`config.mk`:
```
export PLATFORM = sky130hd
export DESIGN_NAME = sram_arb
export DESIGN_NICKNAME = d
export VERILOG_FILES = /design/src/rtl/sram_arb_pkg.sv /design/src/rtl/sram_arb_rr.sv /design/src/rtl/sram_arb.sv
export SDC_FILE = /design/constraint.sdc
export NUM_CORES = 1
export LEC_CHECK = 0
export CORE_MARGIN = 4
export CORE_UTILIZATION = 40
export CTS_BUF_LIST = sky130_fd_sc_hd__clkbuf_8
export CTS_CLUSTER_DIAMETER = 80
export DETAILED_ROUTE_END_ITERATION = 8
export DONT_BUFFER_PORTS = 1
export PLACE_DENSITY = 0.65
export SLEW_MARGIN = 10
export SYNTH_ARGS = -nofsm -noshare
export SYNTH_HDL_FRONTEND = slang
export SYNTH_SLANG_ARGS = --single-unit
```
`constraint.sdc`:
```
create_clock -name clk -period 1.6 [get_ports clk]
set_input_delay 0.24 -clock clk [delete_from_list [all_inputs] [get_ports clk]]
set_output_delay 0.24 -clock clk [all_outputs]
set_load 0.03 [all_outputs]
```
`src/rtl/sram_arb_pkg.sv`:
```
// ============================================================================
// Module   : sram_arb_pkg
// Purpose  : Shared types and constants for the two-port 16-bit SRAM arbiter.
// Revision : 1.0
// ============================================================================
`default_nettype none

package sram_arb_pkg;

  localparam int CNT_W = 4;

  localparam logic [1:0] HALF_LO = 2'b00;
  localparam logic [1:0] HALF_HI = 2'b10;

  typedef enum logic [2:0] {
    S_IDLE = 3'd0,
    S_LO   = 3'd1,
    S_GAP  = 3'd2,
    S_HI   = 3'd3,
    S_DONE = 3'd4
  } state_e;

endpackage

`default_nettype wire

```
`src/rtl/sram_arb_rr.sv`:
```
// ============================================================================
// Module   : sram_arb_rr
// Purpose  : Two-way round-robin picker; the port not granted last wins ties.
// Revision : 1.0
// ============================================================================
`default_nettype none

module sram_arb_rr (
  input  logic [1:0] req_i,
  input  logic       last_i,
  output logic [1:0] grant_o
);

  assign grant_o[0] = req_i[0] & (~req_i[1] | last_i);
  assign grant_o[1] = req_i[1] & (~req_i[0] | ~last_i);

endmodule

`default_nettype wire

```
`src/rtl/sram_arb.sv`:
```
// ============================================================================
// Module   : sram_arb
// Purpose  : Shares one 16-bit SRAM between two 32-bit requesters (low then
//            high half). Optional half-word write strobes: SRAM_ARB_HSTB_EN.
// Revision : 1.0
// ============================================================================
`default_nettype none

module sram_arb
  import sram_arb_pkg::*;
#(
  parameter int SRAM_CYC = 3
) (
  input  logic        clk,
  input  logic        reset_n,
  input  logic        req_0,
  input  logic        rw_0,
  input  logic [31:0] addr_0,
  input  logic [31:0] wdata_0,
  output logic        ack_0,
  output logic [31:0] rdata_0,
  input  logic        req_1,
  input  logic        rw_1,
  input  logic [31:0] addr_1,
  input  logic [31:0] wdata_1,
  output logic        ack_1,
  output logic [31:0] rdata_1,
`ifdef SRAM_ARB_HSTB_EN
  input  logic [1:0]  hstb_0,
  input  logic [1:0]  hstb_1,
`endif
  output logic        sram_valid,
  output logic        sram_rw,
  output logic [31:0] sram_addr,
  output logic [15:0] sram_dtw,
  input  logic [15:0] sram_din
);

  state_e             state_q, state_d;
  logic [CNT_W-1:0]   cnt_q, cnt_d;
  logic               last_q, last_d;
  logic               port_q, port_d;
  logic               rw_q, rw_d;
  logic [31:2]        addr_q, addr_d;
  logic [31:0]        wdata_q, wdata_d;
  logic [31:0]        rdata_q, rdata_d;
  logic [1:0]         grant_w;
  logic               cnt_last_w;
  logic               skip_lo_w, skip_hi_w;
  logic               unused_addr_lsbs;

  // Byte offset within the word never reaches the SRAM.
  assign unused_addr_lsbs = ^{addr_0[1:0], addr_1[1:0]};

  sram_arb_rr u_rr (
    .req_i   ({req_1, req_0}),
    .last_i  (last_q),
    .grant_o (grant_w)
  );

  assign cnt_last_w = (cnt_q == CNT_W'(SRAM_CYC - 1));

`ifdef SRAM_ARB_HSTB_EN
  logic [1:0] hstb_q, hstb_d;
  assign skip_lo_w = rw_q & ~hstb_q[0];
  assign skip_hi_w = rw_q & ~hstb_q[1];
`else
  assign skip_lo_w = 1'b0;
  assign skip_hi_w = 1'b0;
`endif

  always_ff @(posedge clk or negedge reset_n) begin
    if (!reset_n) begin
      state_q <= S_IDLE;
      cnt_q   <= '0;
      last_q  <= 1'b1;
      port_q  <= 1'b0;
      rw_q    <= 1'b0;
      addr_q  <= '0;
      wdata_q <= '0;
      rdata_q <= '0;
`ifdef SRAM_ARB_HSTB_EN
      hstb_q  <= '0;
`endif
    end else begin
      state_q <= state_d;
      cnt_q   <= cnt_d;
      last_q  <= last_d;
      port_q  <= port_d;
      rw_q    <= rw_d;
      addr_q  <= addr_d;
      wdata_q <= wdata_d;
      rdata_q <= rdata_d;
`ifdef SRAM_ARB_HSTB_EN
      hstb_q  <= hstb_d;
`endif
    end
  end

  always_comb begin
    state_d    = state_q;
    cnt_d      = cnt_q;
    last_d     = last_q;
    port_d     = port_q;
    rw_d       = rw_q;
    addr_d     = addr_q;
    wdata_d    = wdata_q;
    rdata_d    = rdata_q;
`ifdef SRAM_ARB_HSTB_EN
    hstb_d     = hstb_q;
`endif
    sram_valid = 1'b0;
    sram_rw    = 1'b0;
    sram_addr  = '0;
    sram_dtw   = '0;
    ack_0      = 1'b0;
    ack_1      = 1'b0;

    case (state_q)
      S_IDLE: begin
        if (|grant_w) begin
          port_d  = grant_w[1];
          last_d  = grant_w[1];
          rw_d    = grant_w[1] ? rw_1 : rw_0;
          addr_d  = grant_w[1] ? addr_1[31:2] : addr_0[31:2];
          wdata_d = grant_w[1] ? wdata_1 : wdata_0;
`ifdef SRAM_ARB_HSTB_EN
          hstb_d  = grant_w[1] ? hstb_1 : hstb_0;
`endif
          cnt_d   = '0;
          state_d = S_LO;
        end
      end
      S_LO: begin
        if (!skip_lo_w) begin
          sram_valid = 1'b1;
          sram_rw    = rw_q;
          sram_addr  = {addr_q, HALF_LO};
          sram_dtw   = rw_q ? wdata_q[15:0] : 16'h0000;
        end
        if (cnt_last_w) begin
          cnt_d   = '0;
          state_d = S_GAP;
          if (!rw_q) rdata_d[15:0] = sram_din;
        end else begin
          cnt_d = cnt_q + 1'b1;
        end
      end
      S_GAP: state_d = S_HI;
      S_HI: begin
        if (!skip_hi_w) begin
          sram_valid = 1'b1;
          sram_rw    = rw_q;
          sram_addr  = {addr_q, HALF_HI};
          sram_dtw   = rw_q ? wdata_q[31:16] : 16'h0000;
        end
        if (cnt_last_w) begin
          cnt_d   = '0;
          state_d = S_DONE;
          if (!rw_q) rdata_d[31:16] = sram_din;
        end else begin
          cnt_d = cnt_q + 1'b1;
        end
      end
      S_DONE: begin
        ack_0   = ~port_q;
        ack_1   = port_q;
        state_d = S_IDLE;
      end
      default: state_d = S_IDLE;
    endcase
  end

  assign rdata_0 = rdata_q;
  assign rdata_1 = rdata_q;

endmodule

`default_nettype wire

```
==> summary.md, run 1 <==
| Metric | Value |
|---|---|
| Maximum number of pins on one net before global-route repair | ~110 |
| Number of buffers inserted during clock tree synthesis | 9 |
| Async set or reset register ratio after synthesis | 100.0% |
| Core Footprint | 13830 um2 |
| Ordered cell list for the critical path | and2b_4, nand2_8, buf_12, nor2_4, buf_6 |
| Post-synthesis to final-layout area growth | 26.75% |
| Outcome | complete, but fails checks |
| Worst endpoint required time | approximately 1400 ps |
| Half-perimeter wire length of the detailed placement result | 8292 um |
| Cell with the largest stage delay on the worst path | sky130_fd_sc_hd__dfrtp_1 |
| Worst Tran Pin Value | approximately 600 ps |
| Maximum clock insertion buffer count | 2 |
| Net switching power of the design | 7.843 mW |
| Biggest area contributors in the synthesized netlist | sky130_fd_sc_hd__dfrtp_1 46%, sky130_fd_sc_hd__mux2_2 28%, sky130_fd_sc_hd__mux2_4 5.3% |
| Finish-stage setup viols | 143 |
| Vias in the first global route | 3859 |
| Iteration-0 DRC Markers | 100 |
| Synth Net Count | 578 |
| Share of the synthesized area in the top cell type | 45.74% |
| Minimum period implied by the final worst setup slack | 1827 ps |
| Maximum fanout along the worst path | 5 |
| Clock Sinks | between 100 and 150 |
| Dominant combinational cell family by area after synthesis | multiplexers |
| Setup skew after layout | 9.883 ps |
| Via/cell ratio | 5.179 |
| Main flop type after synthesis | sky130_fd_sc_hd__dfrtp_1 |
| Fillcell total | roughly 1200 |
| Hold Slack | -446.6 ps |
| I/O pin count | between 200 and 300 |
| Number of buffer and inverter stages on the critical path | 2 |
| Post-DP Area | slightly below 6000 um2 |
| Worst hold path class | input port to async pin |
| Leading area contributor after synthesis | sky130_fd_sc_hd__dfrtp_1 |
| Violations in the final reports | hold timing, setup timing |
| #FFs+latches synth | 104 |
| Seq pwr share | a little over a third |
| Pwr Total | 17.77 mW |
| Hold buffers post-CTS | 18 |
| Register area share after synthesis | 46.20% |
| 1st-pass router iterations | 6 |
| Remaining max-slew budget at the tightest pin | 60.25% |
| Crit path launch type | register |
| Final Slew Violations | 0 |
| Leakage | about 3.1 nW |
| Fraction of the mapped netlist area in compound gates | 1.532% |
| Routed length per placed instance | 20.55 um |
| Final design area excluding fillers | 7143 um2 |
| Total global-route track usage | 16.28% |
| Internal Dissipation | a little under 10 mW |
| Count of flip-flops with a built-in enable after synthesis | 0 |
| DR vias | 3408 |
| Peak ir drop on the vdd network | 1.170 mV |
| Port buffer count | 0 |
| Fraction of synthesized area in multiplexers | a little over a third |
| Share of the cycle needed by the critical path after routing | 114.2% |
| Total detailed-routing wirelength | 13520 um |
| Total number of nets in the final design | 625 |
| Worst skew pair latency | 370 ps |
| Share of power burned in combinational logic | 53.8% |
| Clock tree root driver cell | sky130_fd_sc_hd__clkbuf_8 |
| Average instance area after synthesis | about 13 um2 |
| Clock-pin transition on the worst setup and hold timing paths | 100 ps |
| Share of synthesized cell area in full adder, half adder and majority cells | less than 1% |
| H-Tree Level Count | 3 |
| Post-Synth Simple-Gate Area | ~7.3% |
| Width of the chip | 126.7 um |
| Post-route setup slack | -226.8 ps |
| Sw frac | 44.15% |
| Die footprint | 16050 um2 |
| CTS tree | yes |
| Layout cell share with drive strength beyond 1 | ~67% |
| Initial antenna violation count | 0 |
| Number of rows in the core area | 43 |
| Portion of total power attributed to the clock network | around 11% |
| First-pass GRT wire length | 20470 um |
| Crit Path Category | register to output port |
| PwrDens | 2487 nW/um2 |
| Largest stage delay on the critical path | 390 ps |
| Number of instances in the synthesized netlist | 426 |
| Warnings, synthesis | 0 |
| Final Wtd Congestion | 0.6965 |
| Critical path's top delay family | simple AND/OR/NAND/NOR gates |
| Max Freq | 547.4 MHz |
| Number of max-capacitance violations reported | 0 |
| Post-Place Worst Slack | -64.77 ps |
| Setup repair after global routing missed its margin | yes |
| # DRC | 0 |
| Utilization after layout | 51.66% |
| CP Data Arrival Time | around 1600 ps |
| Netlist area before placement | 5635 um2 |
| Setup crit end kind | output port |
| Hold Violations, Final | 104 |
| Floorplan die height | 126.7 um |
| XOR/XNOR share of the synthesized area | less than 1% |
| Antenna violation net count after detailed routing | 0 |
| Overflow left after global routing | 0 |
| Antenna cells | 0 |
| Post-synthesis cell type count | 37 |
| Initial cell density of the core | 40.76% |
==> flip-flops by register name (all words and copies together) (netlist names) <==
name and count:
wdata_q 32, rw_q 1, cnt_q 4, state_q 3, addr_q 30, rdata_0 32
last_q 1, port_q 1
==> power by group through the flow <==
stage          registers, mW  logic [mW]  clock network (mW)
2_1_floorplan           5.49        7.18                   0
3_3_place_gp            6.11        7.34                   0
3_5_place_dp            6.18        7.48                   0
4_1_cts                 6.16        9.08                2.09
5_1_grt                 6.40        10.1                2.19
6_report                6.21        9.55                2.00
==> logic make-up (layout without fill, tap and decap cells) <==
group / Yosys count / in the layout
flip-flops: 104 / 104
AO/OA/AOI/OAI: 14 / 14
buffers and inverters: 64 / 116
multiplexers: 174 / 174
adder cells (fa/ha/maj): 2 / 2
AND/OR/NAND/NOR: 66 / 66
other: 1 / 1
XOR/XNOR: 1 / 1
==> worst paths after layout <==
check	slack, ps	from	to	cells after the start
max	-230	state_q[2]$_DFFE_PN0P_	sram_dtw[9]	5
max in group asynchronous	1800	reset_n	last_q$_DFFE_PN1P_	0
min reg2reg	510	addr_q[24]$_DFFE_PN0P_	addr_q[24]$_DFFE_PN0P_	1
min in group clk	100	req_1	state_q[0]$_DFFE_PN0P_	2
max reg2reg	-210	state_q[1]$_DFFE_PN0P_	addr_q[19]$_DFFE_PN0P_	6
min	-450	reset_n	wdata_q[12]$_DFFE_PN0P_	0
==> cell type report <==
class | instances | area [um2] | area share, %
clock buffers | 10 | 137.6 | 1.927
clock inverters | 6 | 113.9 | 1.594
multi-input cells | 258 | 2858 | 40.01
repair buffers | 93 | 1172 | 16.41
well taps | 180 | 225.2 | 3.153
flip-flops and latches | 104 | 2606 | 36.49
inverters | 7 | 30.03 | 0.4204
==> layout by cell type (no fill, tap or decap), types with 2 or more instances in the layout <==
cell type,instances
sky130_fd_sc_hd__a21oi_2,2
sky130_fd_sc_hd__and2_1,2
sky130_fd_sc_hd__and2_4,30
sky130_fd_sc_hd__and3_4,2
sky130_fd_sc_hd__buf_12,9
sky130_fd_sc_hd__buf_16,6
sky130_fd_sc_hd__buf_4,33
sky130_fd_sc_hd__buf_6,21
sky130_fd_sc_hd__bufbuf_16,3
sky130_fd_sc_hd__bufinv_16,3
sky130_fd_sc_hd__clkbuf_16,2
sky130_fd_sc_hd__clkbuf_8,10
sky130_fd_sc_hd__clkinvlp_4,3
sky130_fd_sc_hd__dfrtp_1,101
sky130_fd_sc_hd__dfrtp_2,2
sky130_fd_sc_hd__dlygate4sd3_1,18
sky130_fd_sc_hd__inv_1,5
sky130_fd_sc_hd__mux2_2,138
sky130_fd_sc_hd__mux2_4,20
sky130_fd_sc_hd__mux2i_1,13
sky130_fd_sc_hd__mux2i_4,3
sky130_fd_sc_hd__nand2_1,2
sky130_fd_sc_hd__nand3_1,2
sky130_fd_sc_hd__nor2_4,17
sky130_fd_sc_hd__o21ai_0,3
sky130_fd_sc_hd__o22ai_1,2
==> Yosys cell counts (all sizes together) (2+ instances only) <==
cell type and instances:
buf 54, o21ai 3, and3 2, and2 32, nand3b 2, nor2 17
dfrtp 103, nand3 3, ha 2, nand2 3, o22ai 2, clkbuf 3
mux2i 16, inv 7, a21oi 3, mux2 158, nor3 2
==> worst reg2reg max path: cells and delay by family (launching register included) <==
family / cells / cell delay (ps)
buffers and inverters: 3 / 580
muxes: 1 / 330
DFF: 1 / 460
and+or+nand+nor: 1 / 130
AOI/OAI and AO/OA: 1 / 190
==> stage by stage <==
step / std cells / setup TNS (ps)
floorplan: 426 / -2060
global placement: 595 / -916.0
detailed placement: 595 / -3540
CTS: 652 / -22480
global route: 658 / -31360
finish: 658 / -19940
==> what timing repair did <==
action                                 in CTS  in global routing
pin swaps                                   4                 22
endpoints found under the hold margin     137                104
gates cloned                                9                  3
setup endpoints to repair                 139                147
setup buffers                              14                  3
gates resized for setup                    78                 17
==> per-layer routing <==
layer,up-vias,share of wire (%),global-route usage (%),wire [um]
met2,155,52,28.86,7032
met4,0,0.70,3.028,95
met5,-,0,0,0
li1,1542,-,-,-
met1,1706,40,18.85,5404
met3,5,7.3,6.316,988
Power figures use the tool's default switching activity.
==> inputs of run 2 (changes only) <==
--- a/config.mk
+++ b/config.mk
@@ -5,6 +5,7 @@
 export SDC_FILE = /design/constraint.sdc
 export NUM_CORES = 1
 export LEC_CHECK = 0
+export ABC_CLOCK_PERIOD_IN_PS = 1600
 export CORE_MARGIN = 4
 export CORE_UTILIZATION = 40
 export CTS_BUF_LIST = sky130_fd_sc_hd__clkbuf_8
==> results of run 2 <==
Same layout as run 1: the final DEF is identical, and so are final timing and power.
==> inputs of run 3 (changes only) <==
--- a/config.mk
+++ b/config.mk
@@ -17,3 +17,4 @@
 export SYNTH_ARGS = -nofsm -noshare
 export SYNTH_HDL_FRONTEND = slang
 export SYNTH_SLANG_ARGS = --single-unit
+export TNS_END_PERCENT = 50
==> run 3 against run 2 <==
The flow still finishes with violations (hold timing, setup timing). Sequential power rose by 1%. Clock skew rose by 2.7 ps. Combinational power rose by 7%. Routed wire length fell by 3.0%. Count of clock-buffer cells in the layout fell by 1. Non-clock buffer count rose by 9. Utilization rose by 1.1 points. Cell count rose by 1.4%.
==> summary.md, run 3 (synthesis gave the netlist of run 1 again) <==
| Metric | Value |
|---|---|
| Utilization after layout | 52.79% (was 51.66%) |
| Commonest non-fill, non-tap cell in the layout | sky130_fd_sc_hd__mux2_2 (unchanged) |
| Initial cell density of the core | 40.76% (unchanged) |
| Crit Path Category | register to output port (unchanged) |
| Internal Dissipation | 10.05 mW (was 9.922 mW) |
| Worst endpoint required time | 1360 ps (about the same) |
| Number of rows in the core area | 43 (unchanged) |
| Maximum number of pins on one net before global-route repair | 105 (unchanged) |
| Sw frac | 44.66% (was 44.15%) |
| 1st-pass router iterations | 4 (was 6) |
| Cell with the largest stage delay on the worst path | sky130_fd_sc_hd__dfrtp_1 (unchanged) |
| Peak ir drop on the vdd network | 1.098 mV (was 1.170 mV) |
| Antenna violation net count after detailed routing | 0 (unchanged) |
| Via/cell ratio | 5.223 (was 5.179) |
| Antenna cells | 0 (unchanged) |
| Total Negative Setup Slacks | -15670 ps (was -19940 ps) |
| Pwr Total | 18.16 mW (was 17.77 mW) |
| Finish-stage setup viols | 138 (was 143) |
| Seq pwr share | 34.6% (was 35.0%) |
| CP Data Arrival Time | 1590 ps (about the same) |
| Layout cell share with drive strength beyond 1 | 65.50% (was 66.74%) |
| Port buffer count | 0 (unchanged) |
| H-Tree Level Count | 3 (unchanged) |
| Portion of total power attributed to the clock network | 9.4% (was 11.3%) |
| Die footprint | 16050 um2 (unchanged) |
| Share of the cycle needed by the critical path after routing | 114.4% (was 114.2%) |
| PwrDens | 2487 nW/um2 (about the same) |
| CTS tree | yes (unchanged) |
| Post-synthesis to final-layout area growth | 29.53% (was 26.75%) |
| Remaining max-slew budget at the tightest pin | 59.84% (was 60.25%) |
| Post-route setup slack | -231.0 ps (was -226.8 ps) |
| Clock Sinks | 104 (unchanged) |
| Total number of nets in the final design | 634 (was 625) |
| Final design area excluding fillers | 7300 um2 (was 7143 um2) |
| Leakage | 3.142 nW (was 3.058 nW) |
| Clock tree root driver cell | sky130_fd_sc_hd__clkbuf_8 (unchanged) |
| Worst hold path class | input port to async pin (unchanged) |
| Worst skew pair latency | 380 ps (was 370 ps) |
| Crit path launch type | register (unchanged) |
| Highest-count cells in the layout ignoring fill and taps | 109 x sky130_fd_sc_hd__mux2_2, 103 x sky130_fd_sc_hd__dfrtp_1, 49 x sky130_fd_sc_hd__mux2_4, 37 x sky130_fd_sc_hd__buf_6, 28 x sky130_fd_sc_hd__buf_4 (was 138 x sky130_fd_sc_hd__mux2_2, 101 x sky130_fd_sc_hd__dfrtp_1, 33 x sky130_fd_sc_hd__buf_4, 30 x sky130_fd_sc_hd__and2_4, 21 x sky130_fd_sc_hd__buf_6) |
| I/O pin count | 266 (unchanged) |
| # DRC | 0 (unchanged) |
| Overflow left after global routing | 0 (unchanged) |
| Minimum period implied by the final worst setup slack | 1831 ps (was 1827 ps) |
| Share of power burned in combinational logic | 56.0% (was 53.8%) |
| Worst Tran Pin Value | 602.4 ps (was 596.3 ps) |
| Ordered cell list for the critical path | and2b_4, nand2_4, clkbuf_16, nor2_4, buf_6 (was and2b_4, nand2_8, buf_12, nor2_4, buf_6) |
| Net switching power of the design | 8.108 mW (was 7.843 mW) |
| Post-DP Area | 6116 um2 (was 5964 um2) |
| Hold buffers post-CTS | 18 (unchanged) |
| DR vias | 3484 (was 3408) |
| Setup crit end kind | output port (unchanged) |
| Setup skew after layout | 12.63 ps (was 9.883 ps) |
| Core Footprint | 13830 um2 (unchanged) |
| Number of buffers inserted during clock tree synthesis | 9 (unchanged) |
| Width of the chip | 126.7 um (unchanged) |
| Setup repair after global routing missed its margin | yes (unchanged) |
| Post-Place Worst Slack | -90.44 ps (was -64.77 ps) |
| Cells after DPL | 614 (was 595) |
| Fin cells | 667 (was 658) |
| Number of max-capacitance violations reported | 0 (unchanged) |
| Hold Slack | -462.3 ps (was -446.6 ps) |
| Final Wtd Congestion | 0.7416 (was 0.6965) |
| Outcome | complete, but fails checks (unchanged) |
| Initial antenna violation count | 1 (was 0) |
| Floorplan die height | 126.7 um (unchanged) |
| Maximum fanout along the worst path | 8 (was 5) |
| Routed length per placed instance | 19.67 um (was 20.55 um) |
| Iteration-0 DRC Markers | 105 (was 100) |
| Clock-pin transition on the worst setup and hold timing paths | 110 ps (was 100 ps) |
| Hold Violations, Final | 104 (unchanged) |
| Total global-route track usage | 14.95% (was 16.28%) |
| Total detailed-routing wirelength | 13120 um (was 13520 um) |
| Largest stage delay on the critical path | 400 ps (was 390 ps) |
| Final Slew Violations | 0 (unchanged) |
| Vias in the first global route | 3658 (was 3859) |
| First-pass GRT wire length | 19040 um (was 20470 um) |
| Violations in the final reports | hold timing, setup timing (unchanged) |
| Maximum clock insertion buffer count | 2 (unchanged) |
| Max Freq | 546.2 MHz (was 547.4 MHz) |
| Half-perimeter wire length of the detailed placement result | 8614 um (was 8292 um) |
[run 3: cell types whose count changed in the layout (fill, tap and decap cells not counted), moves of 7 or more]
cell | before | now
sky130_fd_sc_hd__and2_1 | 2 | 16
sky130_fd_sc_hd__and2_4 | 30 | 16
sky130_fd_sc_hd__buf_6 | 21 | 37
sky130_fd_sc_hd__mux2_2 | 138 | 109
sky130_fd_sc_hd__mux2_4 | 20 | 49
sky130_fd_sc_hd__mux2i_1 | 13 | 3
sky130_fd_sc_hd__mux2i_4 | 3 | 10
[run 3: worst paths after layout]
check	startpoint	to	slack, ps	cells after the start
max in group asynchronous	reset_n	last_q$_DFFE_PN1P_	1810	0
worst min-delay path	reset_n	rdata_0[7]$_DFFE_PN0P_	-460	0
worst min register to register	addr_q[29]$_DFFE_PN0P_	addr_q[29]$_DFFE_PN0P_	510	1
min in group clk	req_1	state_q[0]$_DFFE_PN0P_	120	2
worst max register to register	state_q[1]$_DFFE_PN0P_	wdata_q[19]$_DFFE_PN0P_	-140	6
worst max-delay path	state_q[2]$_DFFE_PN0P_	sram_dtw[11]	-230	5
[run 3: cell type report]
class | instances | area [um2]
inverters | 7 | 30.03
flip-flops and latches | 104 | 2604
multi-input cells | 258 | 3025
fillers | 1187 | 6528
clock inverters | 7 | 78.83
clock buffers | 9 | 123.9
well taps | 180 | 225.2
repair buffers | 102 | 1212
[run 3: metal layers]
metal,vias to the layer above,wire [um],global-route usage [%]
met5,-,20,0
met4,2,172,5.804
met3,15,987,4.884
met2,174,6619,24.53
met1,1735,5318,18.33
li1,1558,-,-
[run 3: timing repair]
item,in CTS,in global routing
endpoints found under the hold margin,137,104
cloned,2,5
resized for setup,65,74
buffers inserted,6,7
endpoints found under the setup margin,145,146
pin swaps,7,6
[run 3: worst max-delay path, delay by kind of cell, from the launching register on]
kind / cells / cell delay, ps
buffers and inverters: 2 / 320
DFF: 1 / 400
and+or+nand+nor: 3 / 480
[run 3: power groups by stage]
| stage | clock (mW) | sequential (mW) | combinational, mW |
|---|---|---|---|
| after floorplan | 0 | 5.48 | 7.13 |
| after global placement | 0 | 6.10 | 7.76 |
| after detailed placement | 0 | 6.16 | 7.91 |
| after CTS | 1.77 | 6.23 | 8.83 |
| after global routing | 1.88 | 6.45 | 10.8 |
| final | 1.71 | 6.28 | 10.2 |
==> RTL edit (config.mk and constraints of run 3) <==
Re-encode `state_e` (5 states) as one-hot, 5 bits wide.
--- a/src/rtl/sram_arb_pkg.sv
+++ b/src/rtl/sram_arb_pkg.sv
@@ -13,10 +13,10 @@
   localparam logic [1:0] HALF_HI = 2'b10;
 
-  typedef enum logic [2:0] {
-    S_IDLE = 3'd0,
-    S_LO   = 3'd1,
-    S_GAP  = 3'd2,
-    S_HI   = 3'd3,
-    S_DONE = 3'd4
+  typedef enum logic [4:0] {
+    S_IDLE = 5'b00001,
+    S_LO   = 5'b00010,
+    S_GAP  = 5'b00100,
+    S_HI   = 5'b01000,
+    S_DONE = 5'b10000
   } state_e;
 
Formal check against the unedited RTL: no difference found for any inputs over 10 cycles, from zero or initial values and one cycle with reset_n low; not proved beyond that.
==> RTL edit against run 3 <==
The flow still finishes with violations (negative hold slack, negative setup slack); sequential cell count rose by 2; total power is 0.40% higher; wire length up 26%; worst setup slack worse by 300 ps; cell area up 13%; global-route usage up 5.8 points; synthesized cell count increased by 19%; synthesized area down 4.1%; sequential share of layout area shrank 3.6 points; combinational power rose by 9%; critical path type unchanged; largest power group unchanged.
==> RTL edit: results (changes against run 3) <==
stage,metric,value,unit,change
worst_setup_path,flop-to-flop setup slack,-460,ps,was -140 ps
routing,Met2 Wirelength,9.097,mm,was 6.619 mm
cells_and_area,Finished Layout Cells,795,,was 667
power,Leakage,3.490,nW,was 3.142 nW
global_routing,met2 Track Usage GR,38.10,%,was 24.53%
yosys,post-synthesis adder-cell area fraction,0.4632,%,was 0.4440%
placed_design,dpl ws,-337.6,ps,was -90.44 ps
cells_and_area,Fillers,1011,,was 1187
cells_and_area,fin nets,767,,was 634
outcome,failing checks,"negative hold slack, negative setup slack",,unchanged
yosys,"Distinct cells, synth",42,,was 37
yosys,sequential area share after synthesis,49.14,%,was 46.20%
routing,max layer used,met4,,was met5
yosys,Compound-Gate Fraction of Synth Area,9.958,%,was 1.532%
worst_setup_path,depth of the worst register-to-register path,5,,was 6
yosys,commonest cells in the netlist,"104 x dfrtp_1, 67 x nor2_1, 64 x a21oi_1",,"was 138 x mux2_2, 103 x dfrtp_1, 35 x buf_4"
worst_setup_path,Top delay family on crit path,buffers and inverters,,was simple AND/OR/NAND/NOR gates
worst_setup_path,Worst path slowest cell,dfstp_2,,was dfrtp_1
cells_and_area,share of post-route cells with drive strength above 1,57.19,%,was 65.50%
outcome,outcome,"finished, violations left",,unchanged
sta,Setup-failing EPs final,155,,was 138
sta,relative slew slack,61.58,%,was 59.84%
yosys,post-synth net total,660,,was 578
clocking,Post-CTS Setup Repair Bufs,24,,was 6
yosys,Mean Syn Cell Area,10.64,sq um,was 13.23 sq um
worst_setup_path,RR Startpoint,state_q[3],,was state_q[1]
sta,"Hold Violations, Final",106,,was 104
sta,fin worst setup slack,-535.6,ps,was -231.0 ps
clocking,post_cts resized,166,,was 65
yosys,Synth area leaders,"dfrtp_1 48%, mux2i_1 12%, mux2_2 6.7%",,"was dfrtp_1 46%, mux2_2 28%, mux2_4 5.3%"
sta,hold slack,-450.9,ps,was -462.3 ps
placed_design,placed cell count,713,,was 614
clocking,Hold Buf Count CTS,16,,was 18
routing,Via density,5.409,,was 5.223
global_routing,Total Routing Usage GR,20.71,%,was 14.95%
## RTL edit: changes by cell type in the layout (fill, tap and decap cells not counted), moves of 22 or more
cell,delta
mux2_2,-77
and3_4,+31
mux2i_1,+60
mux2_4,-49
a21oi_2,+40
buf_6,+24
buf_4,+22
nor2_1,+31
## RTL edit: through the flow
| step | setup TNS [ps] | total power [mW] |
|---|---|---|
| global placement | -23790 | 11.55 |
| detailed placement | -26760 | 11.76 |
| floorplan | -20220 | 9.952 |
| global route | -71180 | 19.20 |
| finish | -58570 | 18.23 |
| CTS | -56240 | 17.19 |
## RTL edit: how the worst max path moves through the flow
| stage | start | depth (start not counted) | slack [ps] | endpoint |
|---|---|---|---|---|
| 2_1_floorplan | state_q[0] | 4 | -360 | cnt_q[3] |
| 3_3_place_gp | state_q[0] | 4 | -330 | cnt_q[3] |
| 3_5_place_dp | state_q[0] | 4 | -340 | cnt_q[3] |
| 4_1_cts | state_q[0] | 7 | -560 | sram_dtw[12] |
| 5_1_grt | state_q[0] | 7 | -640 | sram_dtw[12] |
| 6_report | state_q[0] | 8 | -540 | sram_addr[25] |
## RTL edit: power by group through the flow
stage	combinational (mW)	clock (mW)	sequential [mW]
2_1_floorplan	4.99	0	4.97
3_3_place_gp	6.62	0	4.94
3_5_place_dp	6.77	0	4.99
4_1_cts	10.1	2.03	5.04
5_1_grt	11.7	2.15	5.34
6_report	11.1	1.96	5.20
## RTL edit: cell type report
| type | count | area [sq um] | share of cell area, % |
|---|---|---|---|
| repair buffers | 164 | 1976 | 23.87 |
| clock buffers | 10 | 137.6 | 1.663 |
| clock inverters | 5 | 102.6 | 1.240 |
| inverters | 2 | 7.507 | 0.09072 |
| well taps | 176 | 220.2 | 2.661 |
| flip-flops and latches | 106 | 2656 | 32.10 |
| multi-input cells | 332 | 3176 | 38.37 |
